--- src/rtl/cp0_reg_pkg.sv ---
// Shared CP0 constants: register numbers, exception type codes, ExcCode values and reset values.
package cp0_reg_pkg;

    typedef enum logic [4:0] {
        CP0_COUNT   = 5'd9,
        CP0_COMPARE = 5'd11,
        CP0_STATUS  = 5'd12,
        CP0_CAUSE   = 5'd13,
        CP0_EPC     = 5'd14,
        CP0_PRID    = 5'd15,
        CP0_CONFIG  = 5'd16
    } cp0_addr_e;

    localparam logic [31:0] EXC_INTERRUPT    = 32'h0000_0001;
    localparam logic [31:0] EXC_SYSCALL      = 32'h0000_0008;
    localparam logic [31:0] EXC_INST_INVALID = 32'h0000_000a;
    localparam logic [31:0] EXC_TRAP         = 32'h0000_000d;
    localparam logic [31:0] EXC_OVERFLOW     = 32'h0000_000c;
    localparam logic [31:0] EXC_ERET         = 32'h0000_000e;

    localparam logic [4:0] EXCCODE_INT = 5'd0;
    localparam logic [4:0] EXCCODE_SYS = 5'd8;
    localparam logic [4:0] EXCCODE_RI  = 5'd10;
    localparam logic [4:0] EXCCODE_TR  = 5'd13;
    localparam logic [4:0] EXCCODE_OV  = 5'd12;

    localparam logic [31:0] STATUS_RESET  = 32'h1000_0000;
    localparam logic [31:0] COUNT_RESET   = 32'h0000_0000;
    localparam logic [31:0] COMPARE_RESET = 32'h0000_0000;
    localparam logic [31:0] CAUSE_RESET   = 32'h0000_0000;
    localparam logic [31:0] EPC_RESET     = 32'h0000_0000;

    // Cause bits software may change with mtc0: IP[1:0], IV, WP.
    localparam logic [31:0] CAUSE_WR_MASK = 32'h00C0_0300;

endpackage

--- src/rtl/cp0_timer.sv ---
// CP0 Count/Compare timer; only instantiated when CP0_TIMER_EN is defined.
module cp0_timer
    import cp0_reg_pkg::*;
(
    input  logic        clk,
    input  logic        rst,
    input  logic        we_i,
    input  logic [4:0]  waddr_i,
    input  logic [31:0] data_i,
    output logic [31:0] count_o,
    output logic [31:0] compare_o,
    output logic        timer_int_o
);

    logic [31:0] count_reg;
    logic [31:0] compare_reg;
    logic        timer_int_reg;

    always_ff @(posedge clk or negedge rst) begin
        if (!rst) begin
            count_reg     <= COUNT_RESET;
            compare_reg   <= COMPARE_RESET;
            timer_int_reg <= 1'b0;
        end else begin
            count_reg <= count_reg + 32'd1;
            if (count_reg == compare_reg && compare_reg != 32'd0)
                timer_int_reg <= 1'b1;
            if (we_i && waddr_i == CP0_COUNT)
                count_reg <= data_i;
            // Writing Compare acknowledges the interrupt, even against a match this same edge.
            if (we_i && waddr_i == CP0_COMPARE) begin
                compare_reg   <= data_i;
                timer_int_reg <= 1'b0;
            end
        end
    end

    assign count_o     = count_reg;
    assign compare_o   = compare_reg;
    assign timer_int_o = timer_int_reg;

endmodule

--- src/rtl/cp0_reg.sv ---
// MIPS CP0 register file: mtc0/mfc0 access, exception/eret state updates, optional timer.
// Define CP0_TIMER_EN to build in the Count/Compare timer; otherwise Count/Compare read 0.
module cp0_reg
    import cp0_reg_pkg::*;
#(
    parameter logic [31:0] PRID_VALUE   = 32'h0048_0102,
    parameter logic [31:0] CONFIG_VALUE = 32'h0000_8000
) (
    input  logic        clk,
    input  logic        rst,
    input  logic        we_i,
    input  logic [4:0]  waddr_i,
    input  logic [31:0] data_i,
    input  logic [4:0]  raddr_i,
    input  logic [5:0]  int_i,
    input  logic [31:0] excepttype_i,
    input  logic [31:0] current_inst_addr_i,
    input  logic        is_in_delayslot_i,
    output logic [31:0] data_o,
    output logic [31:0] count_o,
    output logic [31:0] compare_o,
    output logic [31:0] status_o,
    output logic [31:0] cause_o,
    output logic [31:0] epc_o,
    output logic [31:0] config_o,
    output logic [31:0] prid_o,
    output logic        timer_int_o
);

    logic [31:0] status_reg;
    logic [31:0] cause_reg;
    logic [31:0] epc_reg;

`ifdef CP0_TIMER_EN
    cp0_timer u_timer (
        .clk         (clk),
        .rst         (rst),
        .we_i        (we_i),
        .waddr_i     (waddr_i),
        .data_i      (data_i),
        .count_o     (count_o),
        .compare_o   (compare_o),
        .timer_int_o (timer_int_o)
    );
`else
    assign count_o     = 32'd0;
    assign compare_o   = 32'd0;
    assign timer_int_o = 1'b0;
`endif

    logic        exc_valid;
    logic        exc_sync;
    logic [4:0]  exc_code;
    logic [31:0] epc_target;

    always_comb begin
        exc_valid = 1'b1;
        exc_sync  = 1'b1;
        exc_code  = EXCCODE_INT;
        case (excepttype_i)
            EXC_INTERRUPT:    exc_sync = 1'b0;
            EXC_SYSCALL:      exc_code = EXCCODE_SYS;
            EXC_INST_INVALID: exc_code = EXCCODE_RI;
            EXC_TRAP:         exc_code = EXCCODE_TR;
            EXC_OVERFLOW:     exc_code = EXCCODE_OV;
            EXC_ERET:         exc_sync = 1'b0;
            default: begin
                exc_valid = 1'b0;
                exc_sync  = 1'b0;
            end
        endcase
    end

    // Delay-slot instructions restart at the branch, one word earlier.
    assign epc_target = is_in_delayslot_i ? (current_inst_addr_i - 32'd4) : current_inst_addr_i;

    always_ff @(posedge clk or negedge rst) begin
        if (!rst) begin
            status_reg <= STATUS_RESET;
            cause_reg  <= CAUSE_RESET;
            epc_reg    <= EPC_RESET;
        end else begin
            cause_reg[15:10] <= int_i;
            if (excepttype_i == EXC_INTERRUPT) begin
                epc_reg        <= epc_target;
                cause_reg[31]  <= is_in_delayslot_i;
                status_reg[1]  <= 1'b1;
                cause_reg[6:2] <= EXCCODE_INT;
            end else if (excepttype_i == EXC_ERET) begin
                status_reg[1] <= 1'b0;
            end else if (exc_sync) begin
                // Nested exceptions keep the EPC of the outermost one.
                if (!status_reg[1]) begin
                    epc_reg       <= epc_target;
                    cause_reg[31] <= is_in_delayslot_i;
                end
                status_reg[1]  <= 1'b1;
                cause_reg[6:2] <= exc_code;
            end else if (we_i && !exc_valid) begin
                case (waddr_i)
                    CP0_STATUS: status_reg <= data_i;
                    CP0_EPC:    epc_reg    <= data_i;
                    CP0_CAUSE: begin
                        cause_reg[9:8]   <= data_i[9:8];
                        cause_reg[23:22] <= data_i[23:22];
                    end
                    default: ;
                endcase
            end
        end
    end

    always_comb begin
        data_o = 32'd0;
        case (raddr_i)
            CP0_COUNT:   data_o = count_o;
            CP0_COMPARE: data_o = compare_o;
            CP0_STATUS:  data_o = status_reg;
            CP0_CAUSE:   data_o = cause_reg;
            CP0_EPC:     data_o = epc_reg;
            CP0_PRID:    data_o = PRID_VALUE;
            CP0_CONFIG:  data_o = CONFIG_VALUE;
            default:     data_o = 32'd0;
        endcase
    end

    assign status_o = status_reg;
    assign cause_o  = cause_reg;
    assign epc_o    = epc_reg;
    assign config_o = CONFIG_VALUE;
    assign prid_o   = PRID_VALUE;

endmodule
--- config.mk ---
export PLATFORM = sky130hd
export DESIGN_NAME = cp0_reg
export DESIGN_NICKNAME = d
export VERILOG_FILES = /design/src/rtl/cp0_reg_pkg.sv /design/src/rtl/cp0_timer.sv /design/src/rtl/cp0_reg.sv
export SDC_FILE = /design/constraint.sdc
export NUM_CORES = 1
export LEC_CHECK = 0
export ABC_AREA = 1
export CORE_AREA = 3 3 145 147
export CTS_BUF_LIST = sky130_fd_sc_hd__clkbuf_8
export DETAILED_ROUTE_END_ITERATION = 16
export DIE_AREA = 0 0 148 150
export HOLD_SLACK_MARGIN = 0.05
export PLACE_DENSITY = 0.8
export SLEW_MARGIN = 20
export SYNTH_ARGS = -nofsm -noshare
export SYNTH_HDL_FRONTEND = slang
export SYNTH_HIERARCHICAL = 1
export SYNTH_SLANG_ARGS = --single-unit
--- constraint.sdc ---
create_clock -name clk -period 2.52 [get_ports clk]
set_input_delay 0.756 -clock clk [delete_from_list [all_inputs] [get_ports clk]]
set_output_delay 0.756 -clock clk [all_outputs]
set_load 0.005 [all_outputs]
==> results of run 1 <==
[state kept, by name, summed over array words and instances (netlist names)]
register and flops:
epc_o 32, status_o 32, cause_o 15
[cell type report]
type                       count  area [µm²]
sequential                    79        1980
clock buffer                  10         138
timing repair buffer         341        3350
clock inverter                 6        92.6
fill                        1948       10500
tap                          270         338
multi-input combinational    711        3350
inverter                      71         282
antenna                        1        2.50
[kinds of logic after synthesis]
family | Yosys count | synth area share
and+or+nand+nor | 469 | 0.327
buffers and inverters | 241 | 0.250
AOI/OAI and AO/OA | 85 | 0.0818
DFF | 79 | 0.323
xor gates and xnor gates | 10 | 0.0143
other | 2 | 0.00123
adders and majority gates | 1 | 0.00204
[Yosys cell counts, drive strengths merged]
library cell,instances
nand2,310
o22ai,1
xor2,6
nand3,43
o21bai,1
nand4,21
nor4,1
clkbuf,10
o211ai,3
conb,2
a21oi,1
dfstp,1
and3,1
o21ai,65
or3b,1
nor3,3
dfrtp,78
ha,1
buf,160
or2,2
nor2,87
xnor2,4
a22o,14
inv,71
[worst max path at each step]
stage | start | end | depth (start not counted)
finish | raddr_i[1] | data_o[31] | 10
floorplan | raddr_i[0] | data_o[0] | 3
global route | raddr_i[1] | data_o[31] | 10
global placement | raddr_i[2] | data_o[16] | 8
CTS | raddr_i[0] | data_o[0] | 9
detailed placement | raddr_i[1] | data_o[3] | 7
[power by group]
part / internal [µW] / switching, µW / total, µW
logic: 718 / 493 / 1210
clock network: 592 / 521 / 1110
registers: 1480 / 225 / 1700
[layer usage]
layer	GRT usage	vias to the layer above
met5	0	-
li1	-	3157
met3	0.0409	30
met2	0.354	258
met1	0.260	3064
met4	0.0628	0
[what timing repair did]
| item | CTS | global route |
|---|---|---|
| gates resized for setup | 201 | 47 |
| setup buffers | 19 | 7 |
| endpoints found under the setup margin | 32 | 38 |
| gates cloned | 6 | 0 |
| pin swaps | 9 | 13 |
[through the flow]
step | power [µW] | hold WS, ns | util
floorplan | 2160 | 0.460 | -
global placement | 2830 | 0.480 | 0.437
detailed placement | 2860 | 0.492 | 0.437
CTS | 4020 | 0.305 | 0.468
global route | 4240 | 0.326 | 0.476
finish | 4030 | 0.306 | 0.476
==> qor.log, run 1 <==
[floorplanning] area enclosed by the die boundary 0.0222 mm²
[finish] fraction of layout instances using a drive strength above 1 0.196
[detailed_routing] Routed WL 24300 µm
[synth] cell area after synthesis 0.00612 mm²
[setup_path] reg-to-reg endpoint epc_o[21]$_DFFE_PN0P_
[setup_path] CP top delay family buffers and inverters
[timing] Total Neg Setup Slack -3.41 ns
[floorplanning] die boundary width 148 µm
[detailed_routing] routed wl met2 12000 µm
[finish] number of cells in the finished layout apart from fillers 1489
[setup_path] reg-to-reg slack, setup 1.11 ns
[power_and_ir_drop] Max IR drop VDD 0.250 mV
[synth] top-area cell type share of the netlist area 0.319
[timing] final-report max-slew violation count 0
[floorplanning] count of standard-cell rows 52
[setup_path] Largest stage delay, worst path 0.29 ns
[clock_network] Sinks on Clock Net 79
[clock_network] Num CTS Buffers 9
[setup_path] cell-by-cell listing of the critical path buf_8 -> inv_6 -> nor4_4 -> buf_6 -> buf_12 -> buf_16 -> buf_6 -> nand2_2 -> o211ai_1 -> buf_2
[synth] biggest area contributors in the synthesized netlist dfrtp_1 32%, buf_4 19%, nand2_1 18%
[detailed_routing] highest routed layer met4
[detailed_routing] routed wire length on met3 1610 µm
[placement] placed inst area 0.00877 mm²
[synth] number of standard cells after synthesis 887
[power_and_ir_drop] total power divided by cell area 423 mW/mm²
[clock_network] clock latency on the worst-skew pair 0.37 ns
[floorplanning] core outline area 0.0200 mm²
[finish] final std cell area, no fill 0.00953 mm²
[placement] pre-CTS setup slack -0.885 ns
[timing] FMAX 367 MHz
[setup_path] Arr. time, crit path 1.97 ns
[global_routing] vias in the first global route 6194
[floorplanning] floorplan die height 150 µm
[clock_network] H-tree level count 3
[synth] flops & latches, synth 79
[status] result of the run complete, but fails checks
[synth] cell type contributing the most total cell area after synthesis dfrtp_1
[global_routing] remaining global-route overflow 0
[detailed_routing] Pre-antenna DRT Iters 5
[worst_hold_path] class of the worst hold path input pin to asynchronous set/reset pin
[detailed_routing] count of routing violations after the opening detailed-route iteration 282
[setup_path] Setup crit start kind input pin
[placement] placed instance count 1442
[setup_path] slowest cell on the critical path nor4_4
[placement] placed wire-length estimate 18100 µm
[status] failing checks negative setup slack
[finish] layout-stage area growth over the synthesis result 55.7%
[setup_path] kind of end point of the critical path output pin
[global_routing] global-route total usage across every layer 0.205
[detailed_routing] DR vias/cell 4.37
[global_routing] initial antenna violation count 1
[finish] most frequent cells in the layout 277 x nand2_1, 188 x clkdlybuf4s50_1, 146 x conb_1
[detailed_routing] met1 layer wirelength in the final routing 10100 µm
[flow_run] Maximum Capacitance Violations 0
[finish] leading cell type in the layout, fill and taps excluded nand2_1
[timing] unrepaired setup endpoints after global routing yes
[synth] Synthesis Warnings 38
[setup_path] Req. time, crit path 1.76 ns
[setup_path] cell repeated most along the worst path buf_6
[global_routing] global-route wire length before repair 35000 µm
[placement] gpl congestion 0.849
[detailed_routing] detailed-route DRC error count 0
[synth] per-instance average area after synthesis 6.90 µm²
[timing] setup-violating endpoint count in the final report 32
[timing] Period minus WS final 2.73 ns
[synth] sequential area share after synthesis 0.323
[detailed_routing] average wire length per cell after detail routing 16.3 µm
[clock_network] cell at the root of the clock tree clkbuf_8
[placement] count of input and output buffers 226
[detailed_routing] via count 6509
[floorplanning] Top Ports 373
[synth] distinct cell type count after synthesis 40
[global_routing] largest net degree at the start of global routing 53
[floorplanning] initial core utilization 0.305
[clock_network] number of buffers on the longest clock path 2
[setup_path] maximum fanout along the worst path 5
[setup_path] classification of the worst setup path input pin to output pin
[setup_path] cells on worst reg2reg path 7
[detailed_routing] number of nets with antenna violations after routing 0
[clock_network] clock-pin transition on the worst setup and hold timing paths 0.10 ns
[timing] final setup slack of the worst path -0.208 ns
[timing] final cycle utilization of the critical path 1.08
[timing] number of endpoints with negative hold slack in the final report 0
[setup_path] number of buffers and inverters on the critical path 7
[clock_network] CTS tree built
[timing] Layout Skew 0.0166 ns
[clock_network] number of hold buffers added after cts 0
[power_and_ir_drop] Pleak 0.00492 µW
[setup_path] reg-to-reg critical path startpoint status_o[1]$_DFFE_PN0P_
[finish] post-layout net count 1330
Note: power is estimated with default switching activity, not from simulation.
==> inputs of run 2 (changes only) <==
Settings changed: CORE_AREA 3 3 145 147 to 2 2 144 146, CTS_CLUSTER_SIZE set to 8, DIE_AREA 0 0 148 150 to 0 0 146 148, PLACE_DENSITY 0.8 to 0.77.
Clock period 2.52 ns to 2.8 ns, I/O delays scaled along.
==> run 2 against run 1 <==
Compared with the run above:
- worst hold slack improved by 0.12 ns
- cell count decreased by 2.8%
- setup slack improved by 0.085 ns
- largest power group unchanged
- utilization shrank 2.4 points
- clock skew shrank 0.0062 ns
- sequential share of layout area is 1.1 points higher
- die area shrank 2.7%
- critical endpoint is now data_o[29]
- the run still ends with negative setup slack left
- critical path type unchanged
- first-iteration DRC count grew 5.0%
==> qor.log, run 2 (same netlist as run 1, synthesis figures left out) <==
[global_routing] largest net degree at the start of global routing 46 [was 53]
[global_routing] initial antenna violation count 0 [was 1]
[floorplanning] core outline area 0.0200 mm² [unchanged]
[global_routing] remaining global-route overflow 0 [unchanged]
[finish] number of cells in the finished layout apart from fillers 1447 [was 1489]
[power_and_ir_drop] part of the power in combinational logic 0.303 [was 0.301]
[setup_path] Setup crit start kind input pin [unchanged]
[finish] post-layout net count 1289 [was 1330]
[setup_path] Arr. time, crit path 2.08 ns [was 1.97 ns]
[setup_path] maximum fanout along the worst path 4 [was 5]
[finish] final std cell area, no fill 0.00904 mm² [was 0.00953 mm²]
[setup_path] cell-by-cell listing of the critical path buf_8 -> inv_4 -> nor4_4 -> buf_4 -> buf_12 -> buf_12 -> buf_6 -> buf_6 -> a22o_1 -> buf_2 [was buf_8 -> inv_6 -> nor4_4 -> buf_6 -> buf_12 -> buf_16 -> buf_6 -> nand2_2 -> o211ai_1 -> buf_2]
[detailed_routing] average wire length per cell after detail routing 15.8 µm [was 16.3 µm]
[setup_path] classification of the worst setup path input pin to output pin [unchanged]
[detailed_routing] number of nets with antenna violations after routing 0 [unchanged]
[clock_network] Num CTS Buffers 9 [unchanged]
[detailed_routing] Routed WL 22900 µm [was 24300 µm]
[timing] final cycle utilization of the critical path 1.04
[placement] gpl congestion 0.834 [was 0.849]
[timing] Tightest Pin Transition 0.510 ns
[detailed_routing] DR vias/cell 4.34 [was 4.37]
[clock_network] cell at the root of the clock tree clkbuf_8 [unchanged]
[finish] final design utilization 0.451 [was 0.476]
[placement] placed wire-length estimate 17300 µm [was 18100 µm]
[clock_network] clock latency on the worst-skew pair 0.37 ns [about the same]
[setup_path] CP top delay family buffers and inverters [unchanged]
[clock_network] number of hold buffers added after cts 0 [unchanged]
[finish] fraction of layout instances using a drive strength above 1 0.152 [was 0.196]
[timing] unrepaired setup endpoints after global routing yes [unchanged]
[timing] headroom to the max-slew limit 0.660
[timing] setup-violating endpoint count in the final report 28 [was 32]
[timing] FMAX 342 MHz
[clock_network] CTS tree built [unchanged]
[finish] leading cell type in the layout, fill and taps excluded nand2_1 [unchanged]
[setup_path] instance count on the critical path 10 [unchanged]
[finish] layout-stage area growth over the synthesis result 47.8% [was 55.7%]
[timing] final setup slack of the worst path -0.123 ns [was -0.208 ns]
[global_routing] global-route total usage across every layer 0.200 [was 0.205]
[setup_path] number of buffers and inverters on the critical path 8 [was 7]
[setup_path] cells on worst reg2reg path 8 [was 7]
[placement] count of input and output buffers 226 [unchanged]
[clock_network] number of buffers on the longest clock path 2 [unchanged]
[placement] placed instance count 1405 [was 1442]
[timing] number of endpoints with negative hold slack in the final report 0 [unchanged]
[power_and_ir_drop] internal power 2360 µW [was 2790 µW]
[finish] antenna diode instance count 0 [was 1]
[clock_network] H-tree level count 3 [unchanged]
[power_and_ir_drop] Pleak 0.00457 µW [was 0.00492 µW]
[global_routing] global-route wire length before repair 33500 µm [was 35000 µm]
[timing] final-report max-slew violation count 0 [unchanged]
[power_and_ir_drop] overall power after layout 3450 µW [was 4030 µW]
[clock_network] Sinks on Clock Net 79 [unchanged]
[power_and_ir_drop] switching component of the power 1090 µW [was 1240 µW]
[detailed_routing] detailed-route DRC error count 0 [unchanged]
[floorplanning] die boundary width 146 µm [was 148 µm]
[status] failing checks negative setup slack [unchanged]
[power_and_ir_drop] fraction of power consumed by sequential logic 0.440 [was 0.423]
[setup_path] reg-to-reg slack, setup 1.48 ns [was 1.11 ns]
[timing] Total Neg Setup Slack -1.34 ns [was -3.41 ns]
[floorplanning] floorplan die height 148 µm [was 150 µm]
[timing] Layout Skew 0.0104 ns [was 0.0166 ns]
[setup_path] reg-to-reg endpoint epc_o[19]$_DFFE_PN0P_ [was epc_o[21]$_DFFE_PN0P_]
[power_and_ir_drop] total power divided by cell area 382 mW/mm² [was 423 mW/mm²]
[detailed_routing] Pre-antenna DRT Iters 5 [unchanged]
[worst_hold_path] class of the worst hold path input pin to asynchronous set/reset pin [unchanged]
[power_and_ir_drop] Max IR drop VDD 0.170 mV [was 0.250 mV]
[clock_network] clock-pin transition on the worst setup and hold timing paths 0.10 ns [about the same]
[finish] most frequent cells in the layout 280 x nand2_1, 188 x clkdlybuf4s50_1, 146 x conb_1 [was 277 x nand2_1, 188 x clkdlybuf4s50_1, 146 x conb_1]
[setup_path] reg-to-reg critical path startpoint status_o[1]$_DFFE_PN0P_ [unchanged]
[setup_path] Largest stage delay, worst path 0.28 ns [was 0.29 ns]
[power_and_ir_drop] net switching fraction of the power 0.316 [was 0.308]
[setup_path] slowest cell on the critical path nor4_4 [unchanged]
[setup_path] kind of end point of the critical path output pin [unchanged]
[setup_path] Req. time, crit path 1.96 ns [was 1.76 ns]
[power_and_ir_drop] share of power burned in the clock network 0.258 [was 0.276]
[floorplanning] Top Ports 373 [unchanged]
[status] result of the run complete, but fails checks [unchanged]
[floorplanning] initial core utilization 0.305 [unchanged]
[timing] Period minus WS final 2.92 ns
[detailed_routing] via count 6287 [was 6509]
[flow_run] Maximum Capacitance Violations 0 [unchanged]
[global_routing] vias in the first global route 5869 [was 6194]
[detailed_routing] count of routing violations after the opening detailed-route iteration 296 [was 282]
[placement] placed inst area 0.00849 mm² [was 0.00877 mm²]
[floorplanning] count of standard-cell rows 52 [unchanged]
[floorplanning] area enclosed by the die boundary 0.0216 mm² [was 0.0222 mm²]
-- run 2: layout make-up --
type	count	area, µm²
repair buffers	300	3000
well taps	270	338
clock buffers	9	124
clock inverters	7	72.6
fillers	1999	11000
multi-input cells	711	3260
inverters	71	274
flip-flops and latches	79	1980
-- run 2: power by group through the flow --
stage	Sequential (µW)	Combinational, µW	Clock (µW)
after floorplan	1500	444	0
after global placement	1530	998	0
after detailed placement	1530	1020	0
after CTS	1510	1030	910
after global routing	1540	1150	949
final	1520	1050	890
-- run 2: per-stage QoR --
| stage | hold WS, ns | worst slack, ns |
|---|---|---|
| floorplan | 0.469 | 0.121 |
| global placement | 0.474 | -0.727 |
| detailed placement | 0.480 | -0.777 |
| CTS | 0.431 | -0.162 |
| global route | 0.437 | -0.170 |
| finish | 0.426 | -0.123 |
-- run 2: what timing repair did --
action,in CTS,in global routing
endpoints found under the setup margin,32,32
resized for setup,163,31
pin swaps,11,9
gates cloned,3,1
buffers inserted,19,13
-- run 2: metal layers --
layer | GRT usage | part of all wire | wire (µm) | up-vias
met5 | 0 | 0 | 0 | -
met2 | 0.337 | 0.48 | 11100 | 262
met3 | 0.0488 | 0.070 | 1590 | 23
li1 | - | - | - | 3065
met4 | 0.0476 | 0.021 | 480 | 0
met1 | 0.261 | 0.43 | 9770 | 2937
-- run 2: worst max-delay path by stage --
stage | end | startpoint
4_1_cts | data_o[17] | raddr_i[2]
2_1_floorplan | data_o[0] | raddr_i[0]
6_report | data_o[29] | raddr_i[1]
3_5_place_dp | data_o[31] | raddr_i[1]
3_3_place_gp | data_o[20] | raddr_i[1]
5_1_grt | data_o[29] | raddr_i[1]
==> inputs of run 3 (changes only) <==
Settings changed: HOLD_SLACK_MARGIN 0.05 to 0.15.
==> results of run 3 <==
Final layout, timing and power as in run 2 (identical DEF).
